[config.mk]
export PLATFORM = sky130hd
export DESIGN_NAME = automation_sys_gen
export DESIGN_NICKNAME = d
export VERILOG_FILES = /design/src/rtl/automation_pkg.sv /design/src/rtl/door_hold_timer.sv /design/src/rtl/automation_sys_gen.sv
export SDC_FILE = /design/constraint.sdc
export NUM_CORES = 1
export LEC_CHECK = 0
export ABC_AREA = 1
export CAP_MARGIN = 20
export CORE_MARGIN = 2
export CORE_UTILIZATION = 40
export CTS_CLUSTER_DIAMETER = 200
export DETAILED_ROUTE_END_ITERATION = 6
export PLACE_DENSITY = 0.72
export SLEW_MARGIN = 10
export SYNTH_ARGS = -nofsm -noshare
export SYNTH_HDL_FRONTEND = slang
export SYNTH_SLANG_ARGS = --single-unit
[constraint.sdc]
create_clock -name clk -period 2.8 [get_ports clk]
set_input_delay 0.28 -clock clk [delete_from_list [all_inputs] [get_ports clk]]
set_output_delay 0.28 -clock clk [all_outputs]
set_load 0.01 [all_outputs]
[src/rtl/automation_pkg.sv]
// Shared types and defaults for the home-automation controller: mode encoding,
// default climate thresholds and the counter-width helper.
package automation_pkg;

  typedef enum logic [2:0] {
    StIdle    = 3'd0,
    StFire    = 3'd1,
    StDoor    = 3'd2,
    StWin     = 3'd3,
    StClimate = 3'd4
  } state_e;

  localparam int unsigned TLowDefault  = 18;
  localparam int unsigned THighDefault = 26;
  localparam int unsigned HystDefault  = 1;

  // Bits needed to hold values 0..max_val inclusive.
  function automatic int unsigned cnt_width(input int unsigned max_val);
    return (max_val < 1) ? 1 : $clog2(max_val + 1);
  endfunction

endpackage

[src/rtl/door_hold_timer.sv]
// One door channel: keeps the actuator open for HOLD_CYC cycles after the
// presence sensor (or the fire override) was last seen.
module door_hold_timer #(
  parameter int unsigned HOLD_CYC = 16,
  parameter int unsigned CntW     = 5
) (
  input  logic clk,
  input  logic rst,
  input  logic sdoor,
  input  logic fire_force,
  output logic door_next,
  output logic door_out
);

  localparam logic [CntW-1:0] HoldVal = CntW'(HOLD_CYC);

  logic [CntW-1:0] cnt_q, cnt_d;

  always_comb begin
    cnt_d = '0;
    if (sdoor || fire_force) begin
      cnt_d = HoldVal;
    end else if (cnt_q != '0) begin
      cnt_d = cnt_q - CntW'(1);
    end
    door_next = sdoor | fire_force | (cnt_q != '0);
  end

  always_ff @(posedge clk) begin
    if (!rst) begin
      cnt_q    <= '0;
      door_out <= 1'b0;
    end else begin
      cnt_q    <= cnt_d;
      door_out <= door_next;
    end
  end

endmodule

[src/rtl/automation_sys_gen.sv]
// Home-automation controller top: mode FSM, window debounce, climate hysteresis.
// Optional macro AUTOSYS_WIN_INTERLOCK_EN: open window forces heater/cooler off.
module automation_sys_gen
  import automation_pkg::*;
#(
  parameter int unsigned N_DOOR   = 2,
  parameter int unsigned N_WIN    = 1,
  parameter int unsigned TEMP_W   = 8,
  parameter int unsigned T_LOW    = TLowDefault,
  parameter int unsigned T_HIGH   = THighDefault,
  parameter int unsigned HYST     = HystDefault,
  parameter int unsigned HOLD_CYC = 16,
  parameter int unsigned DEB_CYC  = 4
) (
  input  logic              clk,
  input  logic              rst,
  input  logic [N_DOOR-1:0] sdoor,
  input  logic [N_WIN-1:0]  swin,
  input  logic              sfire,
  input  logic              fire_ack,
  input  logic [TEMP_W-1:0] temp,
  output logic [N_DOOR-1:0] door_out,
  output logic              winbuzz,
  output logic              alarmbuzz,
  output logic              heater,
  output logic              cooler,
  output logic [2:0]        state
);

  localparam int unsigned DoorW = cnt_width(HOLD_CYC);
  localparam int unsigned WinW  = cnt_width(DEB_CYC);

  localparam logic [TEMP_W-1:0] HeatOn  = TEMP_W'(T_LOW);
  localparam logic [TEMP_W-1:0] HeatOff = TEMP_W'(T_LOW + HYST);
  localparam logic [TEMP_W-1:0] CoolOn  = TEMP_W'(T_HIGH);
  localparam logic [TEMP_W-1:0] CoolOff = TEMP_W'(T_HIGH - HYST);
  localparam logic [WinW-1:0]   DebMax  = WinW'(DEB_CYC);

  state_e            state_q, state_d;
  logic [WinW-1:0]   win_cnt_q, win_cnt_d;
  logic              win_deb_q, win_deb_d;
  logic              heat_q, heat_d;
  logic              cool_q, cool_d;
  logic              winbuzz_q, winbuzz_d;
  logic              alarm_q, alarm_d;
  logic              heater_q, heater_d;
  logic              cooler_q, cooler_d;
  logic              fire_d;
  logic [N_DOOR-1:0] door_d;

  for (genvar i = 0; i < N_DOOR; i++) begin : g_door
    door_hold_timer #(
      .HOLD_CYC(HOLD_CYC),
      .CntW    (DoorW)
    ) u_door (
      .clk       (clk),
      .rst       (rst),
      .sdoor     (sdoor[i]),
      .fire_force(fire_d),
      .door_next (door_d[i]),
      .door_out  (door_out[i])
    );
  end

  // Fire is sticky: only a clear sensor together with an ack releases it.
  assign fire_d = sfire | ((state_q == StFire) & ~fire_ack);

  always_comb begin
    win_cnt_d = '0;
    win_deb_d = 1'b0;
    if (|swin) begin
      win_cnt_d = (win_cnt_q == DebMax) ? win_cnt_q : win_cnt_q + WinW'(1);
      win_deb_d = (win_cnt_d == DebMax);
    end
  end

  always_comb begin
    heat_d = heat_q;
    cool_d = cool_q;
    if (temp < HeatOn) begin
      heat_d = 1'b1;
      cool_d = 1'b0;
    end else if (temp > HeatOff) begin
      heat_d = 1'b0;
    end
    if (temp > CoolOn) begin
      cool_d = 1'b1;
      heat_d = 1'b0;
    end else if (temp < CoolOff) begin
      cool_d = 1'b0;
    end
`ifdef AUTOSYS_WIN_INTERLOCK_EN
    if (win_deb_d) begin
      heat_d = 1'b0;
      cool_d = 1'b0;
    end
`endif
  end

  // Latches keep running during FIRE; only the driven outputs are masked.
  always_comb begin
    alarm_d   = fire_d;
    winbuzz_d = win_deb_d & ~fire_d;
    heater_d  = heat_d & ~fire_d;
    cooler_d  = cool_d & ~fire_d;
    state_d   = StIdle;
    if (fire_d) begin
      state_d = StFire;
    end else if (|door_d) begin
      state_d = StDoor;
    end else if (win_deb_d) begin
      state_d = StWin;
    end else if (heat_d || cool_d) begin
      state_d = StClimate;
    end
  end

  always_ff @(posedge clk) begin
    if (!rst) begin
      state_q   <= StIdle;
      win_cnt_q <= '0;
      win_deb_q <= 1'b0;
      heat_q    <= 1'b0;
      cool_q    <= 1'b0;
      winbuzz_q <= 1'b0;
      alarm_q   <= 1'b0;
      heater_q  <= 1'b0;
      cooler_q  <= 1'b0;
    end else begin
      state_q   <= state_d;
      win_cnt_q <= win_cnt_d;
      win_deb_q <= win_deb_d;
      heat_q    <= heat_d;
      cool_q    <= cool_d;
      winbuzz_q <= winbuzz_d;
      alarm_q   <= alarm_d;
      heater_q  <= heater_d;
      cooler_q  <= cooler_d;
    end
  end

  assign state     = state_q;
  assign winbuzz   = winbuzz_q;
  assign alarmbuzz = alarm_q;
  assign heater    = heater_q;
  assign cooler    = cooler_q;

  // win_deb_q mirrors the debounced window for readability in waveforms.
  logic unused_deb;
  assign unused_deb = win_deb_q;

endmodule

-- Word-level counts from Yosys, hierarchy flattened
Index checks and enable logic that the tools add are counted.
- word-level logic and storage cells: 67
- input bits: 15
- output and inout port bits: 9
- flip-flop bits (word level): 24
- reduce and logical (&&, ||, !) cells: 11
- magnitude comparators: 4
- $add $sub $neg: 3
- equal/unequal tests: 3
- bitwise gates (word level): 14
- multiplexer cells: 16
- operators by type and width (operator ; count):
    $mux 5 ; 4
    $gt 8x5->1 const B ; 2
    $lt 8x5->1 const B ; 2
    $reduce_bool 5->1 ; 2
    $sub 5x1->5 const B ; 2
    $mux 1 ; 8
    $eq 3x3->1 const B ; 2
    $mux 3 ; 2
    $reduce_or 3->1 ; 2
    $not 1->1 ; 5
    $or 1x1->1 ; 5
    $reduce_or 5->1 ; 1
    $and 1x1->1 ; 4
    $mux 2 ; 2
    $reduce_or 2->1 ; 2
    $add 3x1->3 const B ; 1
    $eq 3x1->1 const B ; 1
    $logic_or 1x1->1 ; 3
    $reduce_and 2->1 ; 1

-- Logic depth before layout (Yosys ltp)
Gate-level depths: netlist of run 1.
- depth in word-level cells: 9
- mapped depth: 10
- gate-level depth less buffers: 10

-- Hierarchy
From an unflattened synthesis of run 1, not the netlist that was laid out.
- cells, all modules: 158
- area, all modules: 1114.8 µm²
- by module, submodules not included (module ; area each (µm²) ; cells each ; times used ; sequential area each (µm²)):
    automation_sys_gen ; 579.3 ; 86 ; 1 ; 240.2
    door_hold_timer ; 267.8 ; 36 ; 2 ; 120.1

-- Worst setup path after synthesis of run 1
OpenSTA, ideal clock, no wires.
- kind: reg2reg
- start: reg win_cnt_q[0]
- end: reg state_q[1] (netlist: state[1])
- period minus slack after synthesis: 1182 ps
- arrival time: 1073 ps
- library setup time: 109 ps
- required time: 2691 ps
- path slack: 1618 ps
- cell stages (with the launch flop): 9
- path buffers: 0
- cells stage by stage: dfxtp_1 inv_1 ha_1 nand2_2 nand3_1 nand3_1 nand3_2 nand2_1 inv_1
- word-level cells in the longest chain between the ends: 6
- elaborated cells on any way between the ends: 7
- those cells by class: add/sub (1); eq/ne (2); mux (4)
- RTL lines (element ; line ; text):
    start, declared ; automation_sys_gen.sv:40 ; logic [WinW-1:0] win_cnt_q, win_cnt_d;
    start signal, assigned ; automation_sys_gen.sv:131 ; win_cnt_q <= win_cnt_d;
    $add 3x1->3 / $eq 3x3->1 (equally long branches) ; automation_sys_gen.sv:72 ; win_cnt_d = (win_cnt_q == DebMax) ? win_cnt_q : win_cnt_q + WinW'(1);
    $mux 3 (*) ; automation_sys_gen.sv:72 ;
    $eq 3x3->1 (*) ; automation_sys_gen.sv:73 ; win_deb_d = (win_cnt_d == DebMax);
    $mux 1 (*) ; automation_sys_gen.sv:71 ; if (|swin) begin
    $mux 2 (*) ; automation_sys_gen.sv:111 ; end else if (win_deb_d) begin
    $mux 2 (*) ; automation_sys_gen.sv:109 ; end else if (|door_d) begin
    end signal, assigned ; automation_sys_gen.sv:120 ; state_q <= StIdle;
    end signal, assigned ; automation_sys_gen.sv:130 ; state_q <= state_d;
    end, declared ; automation_sys_gen.sv:39 ; state_e state_q, state_d;
Every way passes the cells marked *; elsewhere a longest branch is shown, timed or not.
A chain may end at the register's enable or synchronous reset.

-- Final worst setup path of run 1
- start: reg state_q[0] (netlist: state[0])
- end: out state[0]
- RTL lines (element ; line ; text):
    end, declared ; automation_sys_gen.sv:27 ; output logic [2:0] state
No word-level cell between the ends.

==> results.cfg, run 1 <==
[outcome]
status = finished clean

[worst_setup_path]
worstSetupPathDepth = 1
cp_data_required_time_ps = 2520
cp_top_family = buffers and inverters
worstPathMaxFanout = 2
startpoint = state[0]
worst_setup_path_end_kind = output pin
crit_chain = clkdlybuf4s50_1
timing.rr.end = state[2]
r2r_start = win_cnt_q[0]
crit_arrival_ps = 1190
reg2reg_depth = 7
crit_path_start_kind = flop
worstSetupPathType = flop to output pin
r2r_slack_ps = 1450
max_stage_delay_ps = 530
worst_path_max_delay_cell = clkdlybuf4s50_1
cp-endpoint = state[0]
cp_num_buf_inv = 1

[timing]
clock_skew_ps = 9.75
grt_setup_unrepaired = no
report.final.slew_viol_count = 0
tns_ps = 0
finalSetupViolations = 0
min_period_over_period_pct = 52.6
final-hold-violation-count = 0
fmax_mhz = 678
slew-limit-headroom_pct = 84.4
fin_crit_ps = 1470
worst_pin_slew_ps = 233

[synthesis]
yosys.cell_types.count = 21
synth.most_common_cell = inv_1
syn_nets = 156
synth_flop_cell = dfxtp_1
yosys_register_bits = 24
avgSynthCellArea_um2 = 7.96
syn_area_um2 = 1090
synth_area_leader_cell = dfxtp_1
synth_enable_flop_cells = 0
synthTopCellsByCount = 25 x inv_1, 24 x dfxtp_1, 22 x nor2_1
synth_top_area_share_pct = 44.0
yosysWarnings = 0
seq_area_frac_synth_pct = 44.0
synthArstFlopShare_pct = 0
syn-instance-count = 137
yosys-top-cells-area = dfxtp_1 44%, inv_1 8.6%, nor2_1 7.6%

[route]
drtIter0Drc = 15
vias_per_cell = 4.60
wirelength_um = 1870
drc = 0
dr.pass1.iters = 4
detail_route.wl_per_cell_um = 9.81
vias = 878
ant_nets = 0

[clock_network]
cts.sinks = 24
h-tree-depth = 1
clk_pin_slew_ps = 120
cts_made_buffers = 3
cts-root-buf = clkbuf_4
post_cts_buffers = 0
cts_buffer_depth = 2
postCtsHoldBufs = 0
ctsResizeCount = 0
worstSkewPairLatency_ps = 310
tritoncts = yes

[floorplanning]
core_area_um2 = 2520
chipWidth_um = 56.2
die_y_um = 56.2
initial_core_util_pct = 43.3
row_count = 18
pin_count = 24
die-area_um2 = 3160

[place]
port_buffers = 23
dp_hpwl_um = 1560
routabilityCongestion = 0.795
place_area_um2 = 1340

[pwr]
p_leak_uw = 0.000637
p_total_uw = 611
p_per_area_nw_per_um2 = 447
vdd.ir_drop.worst_mv = 0.229

[global_route]
track_usage_pct = 12.8
grt-ovfl-total = 0
grt_pass1_wl_um = 3260
grt_max_degree = 13
antenna_found_initial = 0
grt_pass1_vias = 791

[hold_path]
hp-class = flop to flop

[layout]
fin_area_um2 = 1370
drive_gt1_share_pct = 16.8
syn_to_final_growth_pct = 25.2
nNetsFinal = 182
n_antenna_cell = 0

[run]
cap_violations = 0
[per-layer routing]
layer / share of wire, % / track usage [%] / vias to the layer above
met2: 47 / 20.8 / 20
met3: 5.1 / 2.56 / 4
li1: - / - / 466
met1: 46 / 16.3 / 388
met5: 0 / 0 / -
met4: 1.6 / 5.78 / 0
[stage by stage]
step	hold WS (ps)	std cells	util [%]	setup slack (ps)
finish	430	191	54.2	1330
global placement	401	188	53.3	1360
global route	450	191	54.2	1270
floorplan	393	137	-	1620
CTS	429	191	54.2	1320
detailed placement	411	188	53.3	1320
[where the power goes]
part           total, uW  switching (uW)  internal (uW)
combinational        104            53.0           51.4
clock                143            93.0           50.2
sequential           363            6.62            357
total                611             153            458
[sequential cells by signal (all words and copies together), names as in the netlist]
name,count
win_cnt_q,3
state,3
alarmbuzz,1
g_door.u_door.door_out,2
winbuzz,1
heat_q,1
g_door.u_door.cnt_q,10
cool_q,1
cooler,1
heater,1
[final cells by class]
cell class,instances,area [um2]
tap,30,37.5
multi-input combinational,85,498
clock buffer,3,22.5
sequential,24,480
inverter,26,97.6
fill,241,1160
timing repair buffer,23,230
[cells in the final DEF (no fill, tap or decap), drive strengths merged, types with 2 or more instances in the layout]
cell type	count
a21oi	9
clkbuf	3
clkdlybuf4s50	23
dfxtp	24
ha	4
inv	26
nand2	21
nand3	14
nor2	28
or2	2
xor2	2
[how the worst min path moves through the flow]
stage | depth (start not counted) | endpoint | from | slack, ps
2_1_floorplan | 1 | g_door[0].u_door.cnt_q[0] | g_door[0].u_door.cnt_q[0] | 390
3_3_place_gp | 1 | g_door[1].u_door.cnt_q[0] | g_door[1].u_door.cnt_q[0] | 400
3_5_place_dp | 1 | g_door[0].u_door.cnt_q[0] | g_door[0].u_door.cnt_q[0] | 410
4_1_cts | 1 | g_door[0].u_door.cnt_q[0] | g_door[0].u_door.cnt_q[0] | 430
5_1_grt | 1 | g_door[1].u_door.cnt_q[0] | g_door[1].u_door.cnt_q[0] | 450
6_report | 1 | g_door[0].u_door.cnt_q[0] | g_door[0].u_door.cnt_q[0] | 430
[cells by family (layout without fill, tap and decap cells)]
logic type / count (synthesis) / after routing / synth area share, %
AND/OR/NAND/NOR: 67 / 67 / 31.8
adder cells (fa/ha/maj): 4 / 4 / 4.59
flip-flops: 24 / 24 / 44.0
buffers and inverters: 28 / 52 / 10.3
AO/OA/AOI/OAI: 12 / 12 / 7.68
XOR/XNOR: 2 / 2 / 1.61
No activity file was read; power rests on OpenSTA's default activity.
==> run 2: changes to the inputs <==
==> constraint.sdc (replaced) <==
create_clock -name clk -period 1.5 [get_ports clk]
set_input_delay 0.15 -clock clk [delete_from_list [all_inputs] [get_ports clk]]
set_output_delay 0.15 -clock clk [all_outputs]
set_load 0.01 [all_outputs]
==> results.cfg, run 2 (synthesis gave the netlist of run 1 again) <==
[outcome]
status = finished clean

[place]
dp_cells = 188
routabilityCongestion = 0.778
dp_hpwl_um = 1490
port_buffers = 23
dpl_worst_slack_ps = 140

[global_route]
top_usage_layer = met2
grt_pass1_vias = 784
grt_max_degree = 13
antenna_found_initial = 0
use_met2_pct = 20.3
grt_pass1_wl_um = 3220
globalRouteMet3Util_pct = 2.79
track_usage_pct = 12.5
met1_usage_pct = 16.4
grt-ovfl-total = 0

[timing]
min_period_over_period_pct = 88.8
fin_crit_ps = 1330
grt_setup_unrepaired = no
final.setup.worst_slack_ps = 167
tns_ps = 0
worst_pin_slew_ps = 242
fmax_mhz = 750
clock_skew_ps = 3.19
slew-limit-headroom_pct = 83.8
finalSetupViolations = 0
final-hold-violation-count = 0
report.final.slew_viol_count = 0

[pwr]
p_total_uw = 1130
p_leak_uw = 0.000637
vdd.ir_drop.worst_mv = 0.579
p_per_area_nw_per_um2 = 830

[clock_network]
worstSkewPairLatency_ps = 300
h-tree-depth = 1
post_cts_buffers = 0
postCtsHoldBufs = 0
cts.sinks = 24
cts_buffer_depth = 2
cts-root-buf = clkbuf_4
clk_pin_slew_ps = 120
tritoncts = yes
ctsResizeCount = 0
cts_made_buffers = 3

[route]
wirelength_um = 1750
vias_per_cell = 4.49
ant_nets = 0
vias = 858
drtIter0Drc = 13
dr.pass1.iters = 4
drc = 0
detail_route.wl_per_cell_um = 9.15

[worst_setup_path]
crit_chain = clkdlybuf4s50_1
worstPathMaxFanout = 2
crit_path_start_kind = flop
cp_top_family = buffers and inverters
worstSetupPathDepth = 1
cp_num_buf_inv = 1
worstSetupPathType = flop to output pin
worst_path_max_delay_cell = clkdlybuf4s50_1
worst_setup_path_end_kind = output pin
max_stage_delay_ps = 530
reg2reg_depth = 8
cp_data_required_time_ps = 1350
crit_arrival_ps = 1180

[layout]
fillers = 244
n_antenna_cell = 0
syn_to_final_growth_pct = 25.2
drive_gt1_share_pct = 16.8
top_register = g_door.u_door.cnt_q
final_common_cell = inv_1
largest_reg_flops = 10
final_cells = 191
nNetsFinal = 182
layout_common_cells = 25 x inv_1, 24 x dfxtp_1, 23 x clkdlybuf4s50_1, 22 x nor2_1, 17 x nand2_1

[floorplanning]
die-area_um2 = 3160
core_area_um2 = 2520
chipWidth_um = 56.2
initial_core_util_pct = 43.3
die_y_um = 56.2
row_count = 18
pin_count = 24

[run]
cap_violations = 0

[hold_path]
hp-class = flop to flop
hold_path_depth = 1
-- run 2: report_power, final --
part / leakage [uW] / switching [uW] / total [uW] / internal [uW]
sequential: 0.000197 / 12.0 / 678 / 666
combinational: 0.000426 / 98.2 / 194 / 96.0
clock: 0.0000138 / 169 / 262 / 93.6
total: 0.000637 / 279 / 1130 / 855
-- run 2: per-layer routing --
| metal | part of all wire (%) | vias up | wire length [um] |
|---|---|---|---|
| li1 | - | 469 | - |
| met1 | 48 | 365 | 834 |
| met2 | 46 | 22 | 796 |
| met3 | 5.7 | 2 | 99 |
| met4 | 0.92 | 0 | 16 |
| met5 | 0 | - | 0 |
-- run 2: cell type report --
| class | instances | area, um2 | area share [%] |
|---|---|---|---|
| inverters | 26 | 97.6 | 7.14 |
| well taps | 30 | 37.5 | 2.75 |
| clock buffers | 3 | 22.5 | 1.65 |
| flip-flops and latches | 24 | 480 | 35.2 |
| multi-input cells | 85 | 498 | 36.4 |
| repair buffers | 23 | 230 | 16.8 |
-- run 2: final timing paths --
path | start | endpoint | slack, ps
worst max-delay path | state[2] | state[2] | 170
worst min-delay path | g_door[0].u_door.cnt_q[0] | g_door[0].u_door.cnt_q[0] | 420
worst max register to register | win_cnt_q[0] | state[1] | 190
worst min register to register | g_door[0].u_door.cnt_q[0] | g_door[0].u_door.cnt_q[0] | 420
-- run 2: metrics by stage --
stage / area (um2) / utilization, % / hold WS [ps]
final: 1370 / 54.2 / 420
after floorplan: 1090 / - / 276
after global placement: 1340 / 53.3 / 401
after detailed placement: 1340 / 53.3 / 405
after CTS: 1370 / 54.2 / 422
after global routing: 1370 / 54.2 / 434
==> run 3: changes to the inputs <==
--- a/config.mk
+++ b/config.mk
@@ -6,7 +6,6 @@
 export NUM_CORES = 1
 export LEC_CHECK = 0
 export ABC_AREA = 1
-export CAP_MARGIN = 20
 export CORE_MARGIN = 2
 export CORE_UTILIZATION = 40
 export CTS_CLUSTER_DIAMETER = 200
==> results of run 3 <==
No change in the layout: final DEF, timing and power equal those of run 2.
